--- src/rtl/fifo_arb_pkg.sv ---
// Shared types and default sizing for the FIFO write-port arbiter.
// Modules derive their own widths from parameters; these constants match the defaults.
package fifo_arb_pkg;

  localparam int NREQ_DEF      = 4;
  localparam int DSIZE_DEF     = 8;
  localparam int MAX_BURST_DEF = 4;

  localparam int IDW = $clog2(NREQ_DEF);
  localparam int BCW = $clog2(MAX_BURST_DEF + 1);

  typedef enum logic [0:0] {
    ARB_IDLE   = 1'b0,
    ARB_ACTIVE = 1'b1
  } arb_state_e;

endpackage

--- src/rtl/rr_pick.sv ---
// Combinational round-robin picker: first set request at or above rr_ptr, wrapping modulo NREQ.
module rr_pick
  import fifo_arb_pkg::*;
#(
  parameter int NREQ = NREQ_DEF
) (
  input  logic [NREQ-1:0]         req,
  input  logic [$clog2(NREQ)-1:0] rr_ptr,
  output logic [NREQ-1:0]         pick_onehot,
  output logic [$clog2(NREQ)-1:0] pick_idx,
  output logic                    pick_any
);

  localparam int GIDW = $clog2(NREQ);

  // Scan NREQ candidates starting at rr_ptr; the first hit wins.
  always_comb begin
    pick_onehot = '0;
    pick_idx    = '0;
    pick_any    = 1'b0;
    for (int i = 0; i < NREQ; i++) begin
      automatic logic [GIDW-1:0] cand = GIDW'((int'(rr_ptr) + i) % NREQ);
      if (!pick_any && req[cand]) begin
        pick_any          = 1'b1;
        pick_idx          = cand;
        pick_onehot       = '0;
        pick_onehot[cand] = 1'b1;
      end else begin
        pick_any = pick_any;
      end
    end
  end

endmodule

--- src/rtl/fifo_wr_arbiter.sv ---
// Burst-locked round-robin arbiter sharing the FIFO write port between NREQ requesters.
// Grants are registered; winc/wdata/req_ready follow the current grant combinationally.
module fifo_wr_arbiter
  import fifo_arb_pkg::*;
#(
  parameter int NREQ      = NREQ_DEF,
  parameter int DSIZE     = DSIZE_DEF,
  parameter int MAX_BURST = MAX_BURST_DEF
) (
  input  logic                    wclk,
  input  logic                    wrst_n,
  input  logic [NREQ-1:0]         req_valid,
  input  logic [NREQ*DSIZE-1:0]   req_data,
  input  logic [NREQ-1:0]         req_last,
  output logic [NREQ-1:0]         req_ready,
  input  logic                    wfull,
  output logic                    winc,
  output logic [DSIZE-1:0]        wdata,
  output logic [NREQ-1:0]         gnt,
  output logic [$clog2(NREQ)-1:0] gnt_id,
  output logic                    busy
);

  localparam int GIDW = $clog2(NREQ);
  localparam int CNTW = $clog2(MAX_BURST + 1);
  localparam logic [CNTW-1:0] LAST_BEAT = CNTW'(MAX_BURST - 1);
  localparam logic [GIDW-1:0] LAST_ID   = GIDW'(NREQ - 1);

  arb_state_e                 state_r, state_nxt_s;
  logic [NREQ-1:0]            gnt_r, gnt_nxt_s;
  logic [GIDW-1:0]            gnt_id_r, gnt_id_nxt_s;
  logic [GIDW-1:0]            rr_ptr_r, rr_ptr_nxt_s;
  logic [CNTW-1:0]            beat_r, beat_nxt_s;
  logic                       busy_r, busy_nxt_s;

  logic [NREQ-1:0]            pick_onehot_s;
  logic [GIDW-1:0]            pick_idx_s;
  logic                       pick_any_s;
  logic [NREQ-1:0][DSIZE-1:0] req_words_s;
  logic                       active_s, sel_valid_s, sel_last_s, xfer_s, release_s;

  rr_pick #(.NREQ(NREQ)) u_rr_pick (
    .req         (req_valid),
    .rr_ptr      (rr_ptr_r),
    .pick_onehot (pick_onehot_s),
    .pick_idx    (pick_idx_s),
    .pick_any    (pick_any_s)
  );

  assign req_words_s = req_data;
  assign active_s    = (state_r == ARB_ACTIVE);
  assign sel_valid_s = req_valid[gnt_id_r];
  assign sel_last_s  = req_last[gnt_id_r];

  // wfull gates every transfer, so winc can never assert into a full FIFO.
  assign xfer_s    = active_s & sel_valid_s & ~wfull;
  assign release_s = active_s & ((xfer_s & (sel_last_s | (beat_r == LAST_BEAT))) | ~sel_valid_s);

  assign winc      = xfer_s;
  assign wdata     = req_words_s[gnt_id_r];
  assign req_ready = (active_s && !wfull) ? gnt_r : {NREQ{1'b0}};
  assign gnt       = gnt_r;
  assign gnt_id    = gnt_id_r;
  assign busy      = busy_r;

  // Next-state, grant, beat counter and round-robin pointer update.
  always_comb begin
    state_nxt_s  = state_r;
    gnt_nxt_s    = gnt_r;
    gnt_id_nxt_s = gnt_id_r;
    rr_ptr_nxt_s = rr_ptr_r;
    beat_nxt_s   = beat_r;
    busy_nxt_s   = busy_r;
    case (state_r)
      ARB_IDLE: begin
        if (pick_any_s) begin
          state_nxt_s  = ARB_ACTIVE;
          gnt_nxt_s    = pick_onehot_s;
          gnt_id_nxt_s = pick_idx_s;
          beat_nxt_s   = '0;
          busy_nxt_s   = 1'b1;
        end else begin
          state_nxt_s  = ARB_IDLE;
        end
      end
      ARB_ACTIVE: begin
        if (release_s) begin
          state_nxt_s  = ARB_IDLE;
          gnt_nxt_s    = '0;
          beat_nxt_s   = '0;
          busy_nxt_s   = 1'b0;
          rr_ptr_nxt_s = (gnt_id_r == LAST_ID) ? {GIDW{1'b0}} : gnt_id_r + GIDW'(1);
        end else if (xfer_s) begin
          beat_nxt_s   = beat_r + CNTW'(1);
        end else begin
          beat_nxt_s   = beat_r;
        end
      end
      default: begin
        state_nxt_s  = ARB_IDLE;
        gnt_nxt_s    = '0;
        beat_nxt_s   = '0;
        busy_nxt_s   = 1'b0;
      end
    endcase
  end

  // State registers; reset clears the grant immediately so winc drops without a clock.
  always_ff @(posedge wclk or negedge wrst_n) begin
    if (!wrst_n) begin
      state_r  <= ARB_IDLE;
      gnt_r    <= '0;
      gnt_id_r <= '0;
      rr_ptr_r <= '0;
      beat_r   <= '0;
      busy_r   <= 1'b0;
    end else begin
      state_r  <= state_nxt_s;
      gnt_r    <= gnt_nxt_s;
      gnt_id_r <= gnt_id_nxt_s;
      rr_ptr_r <= rr_ptr_nxt_s;
      beat_r   <= beat_nxt_s;
      busy_r   <= busy_nxt_s;
    end
  end

endmodule

--- config.mk ---
export PLATFORM = sky130hd
export DESIGN_NAME = fifo_wr_arbiter
export DESIGN_NICKNAME = d
export VERILOG_FILES = /design/src/rtl/fifo_arb_pkg.sv /design/src/rtl/rr_pick.sv /design/src/rtl/fifo_wr_arbiter.sv
export SDC_FILE = /design/constraint.sdc
export NUM_CORES = 1
export LEC_CHECK = 0
export CAP_MARGIN = 20
export CORE_MARGIN = 4
export CORE_UTILIZATION = 41
export CTS_CLUSTER_DIAMETER = 120
export DETAILED_ROUTE_END_ITERATION = 8
export GPL_ROUTABILITY_DRIVEN = 0
export PLACE_DENSITY = 0.84
export SYNTH_ARGS = -nofsm -noshare
export SYNTH_HDL_FRONTEND = slang
export SYNTH_SLANG_ARGS = --single-unit
--- constraint.sdc ---
create_clock -name wclk -period 2.94 [get_ports wclk]
set_clock_uncertainty 0.05 [all_clocks]
set_input_delay 0.441 -clock wclk [delete_from_list [all_inputs] [get_ports wclk]]
set_output_delay 0.441 -clock wclk [all_outputs]
set_load 0.01 [all_outputs]
## After elaboration in Yosys (flattened, before gate mapping)

Cells that the tools add are included.

| cells by class | value |
|---|---|
| bitwise logic cells | 9 |
| mux-type cells | 49 |
| add/subtract/negate cells | 5 |
| reductions and logical operators | 16 |
| order comparisons | 9 |
| equality and inequality tests | 5 |

Operators with widths:

| kind | count |
|---|---|
| $mux W4 | 7 |
| $mux W1 | 18 |
| $bmux W8 S2 | 1 |
| $lt A2 B3 Y1 const B | 5 |
| $bmux W1 S2 | 6 |
| $mux W2 | 5 |
| $mux W3 | 3 |
| $demux W1 S2 | 4 |
| $ge A2 B1 Y1 const B | 4 |
| $logic_and A1 B1 Y1 | 8 |
| $mux W8 | 1 |
| $pmux W4 S2 | 1 |
| $reduce_and A2 Y1 | 4 |
| $pmux W3 S2 | 1 |
| $add A2 B1 Y2 const B | 2 |
| $add A2 B2 Y2 const B | 2 |
| $and A1 B1 Y1 | 4 |
| $logic_not A1 Y1 | 4 |
| $pmux W1 S2 | 2 |
| $add A3 B1 Y3 const B | 1 |
| $eq A3 B2 Y1 const B | 1 |
| $ne A3 B1 Y1 const B | 1 |
| $not A1 Y1 | 3 |
| $eq A2 B2 Y1 const B | 1 |
| 3 further kinds | 4 |

| word-level totals | value |
|---|---|
| register bits after elaboration | 13 |
| output and inout port bits | 20 |
| input bits | 43 |

## Depth between registers and ports, before layout

Gate-level depths: netlist of run 1.

| depth | value |
|---|---|
| depth after elaboration | 14 |
| gate-level depth with buffers | 10 |
| gate-level depth less buffers | 7 |

## Cells and area by module

Synthesis of run 1 repeated with hierarchy kept, for this count alone.

| second synthesis, totals | value |
|---|---|
| cells, all modules | 142 |
| area, all modules | 1331.3 µm² |

Modules (own cells, without submodules):

| module | cells each | area each (µm²) | sequential area each (µm²) | instances |
|---|---|---|---|---|
| fifo_wr_arbiter | 77 | 860.8 | 325.3 | 1 |
| rr_pick | 65 | 470.5 | 0.0 | 1 |

## Worst setup path after synthesis of run 1

Ideal clock, no wire load.

| timing path | value |
|---|---|
| kind | reg2reg |
| start point | register rr_ptr_r[0] |
| end point | register gnt_id_r[1], in the netlist gnt_id[1] |
| arrival | 2.524 ns |
| setup time | 0.066 ns |
| clock period less this slack | 2.640 ns |
| setup slack | 0.300 ns |
| buffers on the path | 3 |
| stages on the path, launching flop included | 11 |
| path through | dfrtp_1 > buf_6 > clkbuf_1 > inv_1 > ha_1 > buf_6 > mux4_2 > clkinv_2 > nand2_2 > o311ai_1 > a22o_1 |

| on the way | value |
|---|---|
| word-level cells in the longest chain between the ends | 13 |

Ends and longest elaborated chain:

| item | RTL line | RTL |
|---|---|---|
| start, declared | fifo_wr_arbiter.sv:32 | `logic [GIDW-1:0] rr_ptr_r, rr_ptr_nxt_s;` |
| start signal, assigned | fifo_wr_arbiter.sv:121 | `rr_ptr_r <= rr_ptr_nxt_s;` |
| parallel branches: the longest is 13 deep, another holds $add A2 B1 Y2 | n/a |  |
| end signal, assigned | fifo_wr_arbiter.sv:120 | `gnt_id_r <= gnt_id_nxt_s;` |
| end, declared | fifo_wr_arbiter.sv:31 | `logic [GIDW-1:0] gnt_id_r, gnt_id_nxt_s;` |

Several ways; the timed one is not identified. The select of a mux whose other input is x is not followed.
A chain may end at the register's enable or synchronous reset.

## Worst setup path after layout of run 1

| timing path | value |
|---|---|
| start point | register gnt_id_r[1], in the netlist gnt_id[1] |
| end point | output winc |

| on the way | value |
|---|---|
| word-level cells in the longest chain between the ends | 4 |

Ends and longest elaborated chain:

| item | RTL line | RTL |
|---|---|---|
| $bmux W1 S2 | fifo_wr_arbiter.sv:52 | `assign sel_valid_s = req_valid[gnt_id_r];` |
| $mux W1 (not written as such) | fifo_wr_arbiter.sv:52 |  |
| $and A1 B1 Y1 (2 in a row) | fifo_wr_arbiter.sv:56 | `assign xfer_s = active_s & sel_valid_s & ~wfull;` |
| end, declared | fifo_wr_arbiter.sv:17 | `output logic winc,` |

Every way passes these cells. The select of a mux whose other input is x is not followed.

==> impl_metrics.env, run 1 <==
export IMPL_area_growth_pct=50.0
export IMPL_tritoncts_num_buffers=3
export IMPL_yosys_area_share_simple=0.133
export IMPL_hold_viol=0
export IMPL_dp_cells=240
export IMPL_syn_inst=136
export IMPL_path_cells="mux4_2, and2_1, clkdlybuf4s50_1"
export IMPL_synth_seq_cells=13
export IMPL_crit_path_start="gnt_id[1]$_DFFE_PN0P_"
export IMPL_synth_xor_area_frac=0
export IMPL_hold_buffers=0
export IMPL_slew_headroom=0.598
export IMPL_setup_viol=0
export IMPL_clockBufferDepth=2
export IMPL_fillerInstances=267
export IMPL_r2r_start="rr_ptr_r[1]$_DFFE_PN0P_"
export IMPL_hold_start="busy$_DFFE_PN0P_"
export IMPL_fmax_mhz=389
export IMPL_n_antenna_cell=0
export IMPL_postPlaceCellArea_um2=2070
export IMPL_worstSetupPathType="register to output pin"
export IMPL_slowest_stage="dfrtp_1"
export IMPL_cts_max_level=1
export IMPL_grt_antenna_before_repair=0
export IMPL_max_stage_delay_ns=0.69
export IMPL_setup_tns_final_ns=0
export IMPL_syn_cell_area_um2=1400
export IMPL_synth_compound_gate_area_share=0.183
export IMPL_initial_core_util=0.444
export IMPL_end_kind="output pin"
export IMPL_track_usage=0.197
export IMPL_cts_resized=0
export IMPL_ios=63
export IMPL_post_cts_setup_buffers=0
export IMPL_die_width_um=66.4
export IMPL_min_period_over_period=0.873
export IMPL_r2r_slack_ns=0.58
export IMPL_routedWlPerCell_um=16.8
export IMPL_total_power_uw=1950
export IMPL_fin_area_um2=2100
export IMPL_ir_drop_uv=478
export IMPL_viasPerCell=5.76
export IMPL_status="completed"
export IMPL_whs_ns=0.454
export IMPL_ys_seq_area_frac=0.233
export IMPL_yosysWarningCount=0
export IMPL_num_rows=20
export IMPL_ant_nets=0
export IMPL_synth_area_per_cell_um2=10.3
export IMPL_worstPathRequired_ns=2.45
export IMPL_synth_distinct_cells=37
export IMPL_vias=1405
export IMPL_maxCapViolations=0
export IMPL_syn_nets=190
export IMPL_final_seq_area_um2=325
export IMPL_grt_ovfl_total=0
export IMPL_die_h_um=66.4
export IMPL_grt_pass1_vias=1370
export IMPL_worst_slew_pin_slew_ns=0.601
export IMPL_startpoint_type="register"
export IMPL_root_buffer="clkbuf_4"
export IMPL_die_area_um2=4410
export IMPL_layout_drive_gt1_share=0.180
export IMPL_core_area_um2=3150
export IMPL_final_cell_count_no_fill=244
export IMPL_path_clk_slew_ns=0.09
export IMPL_drtIter0Drc=75
export IMPL_yosys_area_share_adder=0.0984
export IMPL_period_minus_slack_ns=2.57
export IMPL_finalMaxSlewViolations=0
export IMPL_grt_pass1_wl_mm=6.69
export IMPL_async_flop_share=1.00
export IMPL_pwr_density_cell_nw_per_um2=928
export IMPL_nets=255
export IMPL_clkLatencyLatePin_ns=0.28
export IMPL_drc=0
export IMPL_rsz0062_at_grt="false"
export IMPL_synth_ff_type="dfrtp_1"
export IMPL_drt_total_wl_mm=4.10
export IMPL_cts_sinks=13
export IMPL_synth_top_family_by_area="multiplexers"
export IMPL_multi_input_area_um2=978
export IMPL_grt_max_degree=21
export IMPL_tritoncts="yes"
export IMPL_cp_max_fo=13
export IMPL_synth_edf_count=0
export IMPL_worstPathArrival_ns=2.08
export IMPL_drtPass1Iterations=4
export IMPL_leakage_uw=0.000843
export IMPL_hold_path_class="register to register"
export IMPL_dp_hpwl_mm=3.39
export IMPL_synth_area_mux_share=0.284
export IMPL_numPortBuffers=62
placed cells by master (no fill, tap or decap), drive strengths merged, types with 5 or more instances in the layout:
| cell type | instances |
|---|---|
| nand2 | 15 |
| mux2i | 6 |
| inv | 9 |
| ha | 11 |
| o22ai | 5 |
| nor2 | 8 |
| dfrtp | 13 |
| o21ai | 5 |
| mux4 | 14 |
| clkdlybuf4s50 | 62 |
| buf | 7 |
worst max-delay path, delay by kind of cell, from the launching register on:
kind	cells	cell delay (ns)
DFF	1	0.69
buffers and inverters	1	0.47
muxes	1	0.44
and+or+nand+nor	1	0.19
stage by stage:
stage / util / setup slack [ns]
2_1_floorplan: - / 0.300
3_3_place_gp: 0.657 / 0.412
3_5_place_dp: 0.657 / 0.388
4_1_cts: 0.665 / 0.366
5_1_grt: 0.665 / 0.269
6_report: 0.665 / 0.372
sequential cells by signal, summed over array words and instances (netlist names):
| signal | cells |
|---|---|
| active_s | 1 |
| beat_r | 3 |
| busy | 1 |
| gnt | 4 |
| gnt_id | 2 |
| rr_ptr_r | 2 |
synth_stat cells (all sizes together) (4+ instances only):
cell type	number	area (um2)
nand2	15	61.3
mux4	14	315
dfrtp	13	325
ha	11	138
inv	9	33.8
nor2	8	45.0
buf	7	47.5
mux2i	6	60.1
o21ai	5	25.0
o22ai	5	31.3
a21oi	4	27.5
nand2b	4	25.0
nor3	4	20.0
cell type report:
class | instances | share of cell area
Multi-Input combinational cell | 104 | 0.466
Clock inverter | 1 | 0.00239
Inverter | 10 | 0.0185
Clock buffer | 3 | 0.0107
Sequential cell | 13 | 0.155
Tap cell | 44 | 0.0262
Timing Repair Buffer | 69 | 0.321
worst paths after layout:
check,cells after the start,to
setup / recovery,3,winc
hold / removal,2,busy$_DFFE_PN0P_
setup reg to reg,7,gnt_id[1]$_DFFE_PN0P_
hold reg to reg,2,busy$_DFFE_PN0P_
max in group asynchronous,1,beat_r[2]$_DFFE_PN0P_
min in group asynchronous,1,gnt[1]$_DFFE_PN0P_
cells by family (layout without fill, tap and decap cells):
kind of cell               Yosys count  after routing
and+or+nand+nor                     36             36
AOI/OAI and AO/OA                   35             35
muxes                               22             22
buffers and inverters               19             83
DFF                                 13             13
adders and majority gates           11             11
power breakdown:
group / switching [uW] / internal [uW] / leakage, uW
clock network: 62.2 / 50.5 / 0.0000177
logic: 728 / 765 / 0.000662
registers: 88.6 / 253 / 0.000164
metal layers:
layer  wire length (um)  vias up  GRT usage  part of all wire
met5                  0        -          0                 0
met1               1800      692      0.258              0.44
met2               2040       62      0.346              0.50
met4                 49        0     0.0355             0.012
li1                   -      645          -                 -
met3                202        6     0.0272             0.049
Power figures use the tool's default switching activity.
==> inputs of run 2 (changes only) <==
--- a/config.mk
+++ b/config.mk
@@ -11,6 +11,7 @@
 export CTS_CLUSTER_DIAMETER = 120
 export DETAILED_ROUTE_END_ITERATION = 8
 export GPL_ROUTABILITY_DRIVEN = 0
+export GPL_TIMING_DRIVEN = 0
 export PLACE_DENSITY = 0.84
 export SYNTH_ARGS = -nofsm -noshare
 export SYNTH_HDL_FRONTEND = slang
==> impl_metrics.env, run 2 (same netlist as run 1, synthesis figures left out) <==
export IMPL_hold_path_class="register to register"
export IMPL_hold_viol=0
export IMPL_tritoncts_num_buffers=3
export IMPL_setup_viol=0
export IMPL_final_common_cell="clkdlybuf4s50_1"
export IMPL_startpoint_type="register"
export IMPL_r2r_slack_ns=0.16
export IMPL_end_kind="register"
export IMPL_ant_nets=0
export IMPL_crit_path_start="rr_ptr_r[1]$_DFFE_PN0P_"
export IMPL_reg2regPathDepth=9
export IMPL_maxCapViolations=0
export IMPL_clockBufferDepth=2
export IMPL_r2r_start="rr_ptr_r[1]$_DFFE_PN0P_"
export IMPL_hold_buffers=0
export IMPL_routedWlPerCell_um=17.7
export IMPL_layout_drive_gt1_share=0.189
export IMPL_final_cell_count_no_fill=245
export IMPL_finalMaxSlewViolations=0
export IMPL_worstPathArrival_ns=2.95
export IMPL_grt_ovfl_total=0
export IMPL_fin_area_um2=2100
export IMPL_clkLatencyLatePin_ns=0.28
export IMPL_nets=256
export IMPL_core_area_um2=3150
export IMPL_cts_sinks=13
export IMPL_grt_antenna_before_repair=0
export IMPL_cp_max_fo=10
export IMPL_track_usage=0.211
export IMPL_drc=0
export IMPL_ios=63
export IMPL_grt_pass1_wl_mm=7.08
export IMPL_die_area_um2=4410
export IMPL_viasPerCell=5.72
export IMPL_leakage_uw=0.000842
export IMPL_root_buffer="clkbuf_4"
export IMPL_min_period_over_period=0.947
export IMPL_largest_reg_flops=4
export IMPL_path_clk_slew_ns=0.07
export IMPL_hold_start="busy$_DFFE_PN0P_"
export IMPL_rsz0062_at_grt="false"
export IMPL_grt_pass1_vias=1498
export IMPL_area_growth_pct=49.8
export IMPL_numPortBuffers=61
export IMPL_worstPathRequired_ns=3.11
export IMPL_timing_rr_end="beat_r[0]$_DFFE_PN0P_"
export IMPL_status="completed"
export IMPL_grt_max_degree=14
export IMPL_drt_total_wl_mm=4.33
export IMPL_whs_endpoint="busy$_DFFE_PN0P_"
export IMPL_n_antenna_cell=0
export IMPL_postPlaceCellArea_um2=2060
export IMPL_die_width_um=66.4
export IMPL_vias=1401
export IMPL_worstSetupPathType="register to register"
export IMPL_tritoncts="yes"
export IMPL_slew_headroom=0.630
export IMPL_cts_max_level=1
export IMPL_dp_cells=241
export IMPL_pwr_density_cell_nw_per_um2=953
export IMPL_die_h_um=66.4
export IMPL_drtIter0Drc=54
export IMPL_dp_hpwl_mm=3.64
export IMPL_worst_slew_pin_slew_ns=0.553
export IMPL_whs_ns=0.455
export IMPL_period_minus_slack_ns=2.78
export IMPL_drtPass1Iterations=4
export IMPL_initial_core_util=0.444
export IMPL_min_path_cells=2
export IMPL_num_rows=20
export IMPL_ir_drop_uv=579
export IMPL_fmax_mhz=359
export IMPL_mostFrequentLayoutCells="clkdlybuf4s50_1, mux4_2, nand2_1"
[run 2: final cells by class]
cell class | instances | area (um2)
clock buffer | 4 | 26.3
sequential | 13 | 327
buffer | 9 | 60.1
tap | 44 | 55.1
timing repair buffer | 61 | 611
inverter | 10 | 38.8
fill | 251 | 1060
multi-input combinational | 104 | 978
[run 2: through the flow]
| stage | power (uW) | util | setup WS (ns) | setup TNS [ns] |
|---|---|---|---|---|
| after CTS | 1990 | 0.663 | 0.0883 | 0 |
| after global placement | 1820 | 0.655 | -0.0172 | -0.0398 |
| final | 2000 | 0.665 | 0.156 | 0 |
| after global routing | 2160 | 0.665 | 0.00329 | 0 |
| after floorplan | 1360 | - | 0.300 | 0 |
| after detailed placement | 1880 | 0.655 | -0.100 | -0.614 |
[run 2: worst max-delay path by stage]
stage	end	cells after the start
after floorplan	gnt_id[1]$_DFFE_PN0P_	10
after global placement	beat_r[0]$_DFFE_PN0P_	10
after detailed placement	beat_r[0]$_DFFE_PN0P_	10
after CTS	beat_r[0]$_DFFE_PN0P_	10
after global routing	gnt[0]$_DFFE_PN0P_	9
final	beat_r[0]$_DFFE_PN0P_	9
[run 2: report_power, final]
| group | total (uW) | switching, uW | internal [uW] |
|---|---|---|---|
| clock | 108 | 55.3 | 52.7 |
| combinational | 1540 | 755 | 786 |
| sequential | 349 | 94.8 | 254 |
[run 2: metal layers]
metal	GRT usage	up-vias	wire (um)
met1	0.252	675	1770
met5	0	-	0
li1	-	652	-
met3	0.0289	16	228
met2	0.367	58	2170
met4	0.102	0	159
[run 2: worst max-delay path: stages (launching register included)]
cell and delay [ns]:
dfrtp_1 0.52, buf_2 0.29, inv_1 0.15, ha_1 0.32, buf_6 0.14, mux4_2 0.59
nor2_4 0.17, a21oi_2 0.14, a21oi_2 0.17, mux2_2 0.18
[run 2: repair_timing]
item	in CTS	in global routing
gates resized for setup	1	3
gates cloned	0	0
buffers inserted	0	0
endpoints found under the setup margin	9	8
==> inputs of run 3 (changes only) <==
--- a/config.mk
+++ b/config.mk
@@ -6,13 +6,14 @@
 export NUM_CORES = 1
 export LEC_CHECK = 0
 export CAP_MARGIN = 20
-export CORE_MARGIN = 4
+export CORE_MARGIN = 8
 export CORE_UTILIZATION = 41
 export CTS_CLUSTER_DIAMETER = 120
 export DETAILED_ROUTE_END_ITERATION = 8
 export GPL_ROUTABILITY_DRIVEN = 0
 export GPL_TIMING_DRIVEN = 0
 export PLACE_DENSITY = 0.84
+export SKIP_CTS_REPAIR_TIMING = 1
 export SYNTH_ARGS = -nofsm -noshare
 export SYNTH_HDL_FRONTEND = slang
 export SYNTH_SLANG_ARGS = --single-unit
==> impl_metrics.env, run 3 (same netlist as run 1, synthesis figures left out) <==
export IMPL_status="completed"
export IMPL_path_clk_slew_ns=0.08
export IMPL_startpoint_type="register"
export IMPL_cp_num_buf_inv=3
export IMPL_finalMaxSlewViolations=0
export IMPL_maxCapViolations=0
export IMPL_final_core_util=0.635
export IMPL_routedWlPerCell_um=17.6
export IMPL_clkLatencyLatePin_ns=0.28
export IMPL_grt_antenna_before_repair=0
export IMPL_ir_drop_uv=470
export IMPL_root_buffer="clkbuf_4"
export IMPL_viasPerCell=5.47
export IMPL_numPortBuffers=61
export IMPL_fin_ws_ns=0.130
export IMPL_worstSetupPathType="register to register"
export IMPL_die_width_um=74.4
export IMPL_slew_headroom=0.622
export IMPL_worstPathRequired_ns=3.08
export IMPL_end_kind="register"
export IMPL_layout_drive_gt1_share=0.189
export IMPL_die_area_um2=5540
export IMPL_rsz0062_at_grt="false"
export IMPL_ios=63
export IMPL_clockBufferDepth=2
export IMPL_hold_viol=0
export IMPL_tritoncts_num_buffers=3
export IMPL_mostFrequentLayoutCells="clkdlybuf4s50_1, mux4_2, nand2_1"
export IMPL_worstPathArrival_ns=2.95
export IMPL_core_area_um2=3310
export IMPL_grt_pass1_wl_mm=6.82
export IMPL_ant_nets=0
export IMPL_cts_sinks=13
export IMPL_path_cells="buf_2, inv_1, ha_1, buf_6, mux4_2, nor2_4, a21o_1, nand2_2, o22ai_1"
export IMPL_postPlaceCellArea_um2=2070
export IMPL_n_antenna_cell=0
export IMPL_min_period_over_period=0.956
export IMPL_whs_ns=0.443
export IMPL_worst_slew_pin_slew_ns=0.565
export IMPL_largest_reg_flops=4
export IMPL_grt_ovfl_total=0
export IMPL_leakage_uw=0.000843
export IMPL_grt_pass1_vias=1331
export IMPL_cp_max_fo=10
export IMPL_area_growth_pct=50.4
export IMPL_setup_viol=0
export IMPL_track_usage=0.159
export IMPL_fin_area_um2=2100
export IMPL_num_rows=21
export IMPL_critical_path_top_delay_family="buffers and inverters"
export IMPL_die_h_um=74.4
export IMPL_initial_core_util=0.423
export IMPL_dp_hpwl_mm=3.61
export IMPL_final_common_cell="clkdlybuf4s50_1"
export IMPL_fmax_mhz=356
export IMPL_drtPass1Iterations=4
export IMPL_max_stage_delay_ns=0.59
export IMPL_hold_path_class="register to register"
export IMPL_grt_max_degree=14
export IMPL_drt_total_wl_mm=4.34
export IMPL_drc=0
export IMPL_drtIter0Drc=107
export IMPL_nets=256
export IMPL_tritoncts="yes"
export IMPL_total_power_uw=2010
export IMPL_vias=1350
export IMPL_dpl_worst_slack_ns=-0.0923
export IMPL_period_minus_slack_ns=2.81
export IMPL_pwr_density_cell_nw_per_um2=957
export IMPL_cts_max_level=1
export IMPL_slowest_stage="mux4_2"
==> run 3: stage by stage <==
step,instances,setup TNS [ns]
2_1_floorplan,136,0
3_3_place_gp,243,-0.310
5_1_grt,247,0
6_report,247,0
3_5_place_dp,243,-0.600
4_1_cts,247,-0.813
==> run 3: layout make-up <==
class / instances / area, um2
Buffer: 9 / 57.6
Clock buffer: 4 / 26.3
Fill cell: 294 / 1210
Inverter: 10 / 38.8
Multi-Input combinational cell: 104 / 986
Sequential cell: 13 / 327
Tap cell: 46 / 57.6
Timing Repair Buffer: 61 / 611
==> run 3: path summary, 6_finish.rpt <==
path	from	end	slack, ns	cells after the start
setup / recovery	rr_ptr_r[1]$_DFFE_PN0P_	gnt[1]$_DFFE_PN0P_	0.13	9
setup reg to reg	rr_ptr_r[1]$_DFFE_PN0P_	gnt[1]$_DFFE_PN0P_	0.13	9
hold reg to reg	beat_r[2]$_DFFE_PN0P_	beat_r[2]$_DFFE_PN0P_	0.44	1
min in group asynchronous	wrst_n	beat_r[2]$_DFFE_PN0P_	0.47	1
max in group asynchronous	wrst_n	rr_ptr_r[0]$_DFFE_PN0P_	1.96	1
hold / removal	beat_r[2]$_DFFE_PN0P_	beat_r[2]$_DFFE_PN0P_	0.44	1
==> run 3: layer usage <==
layer / global-route usage / up-vias / share of wire
li1: - / 651 / -
met1: 0.193 / 653 / 0.42
met2: 0.286 / 42 / 0.52
met3: 0.0202 / 4 / 0.058
met4: 0.0391 / 0 / 0.0069
met5: 0 / - / 0
==> run 3: report_power, final <==
| part | total, uW | internal (uW) | switching [uW] |
|---|---|---|---|
| clock network | 112 | 52.7 | 58.9 |
| logic | 1560 | 787 | 770 |
| registers | 344 | 254 | 89.9 |
| total | 2010 | 1090 | 918 |
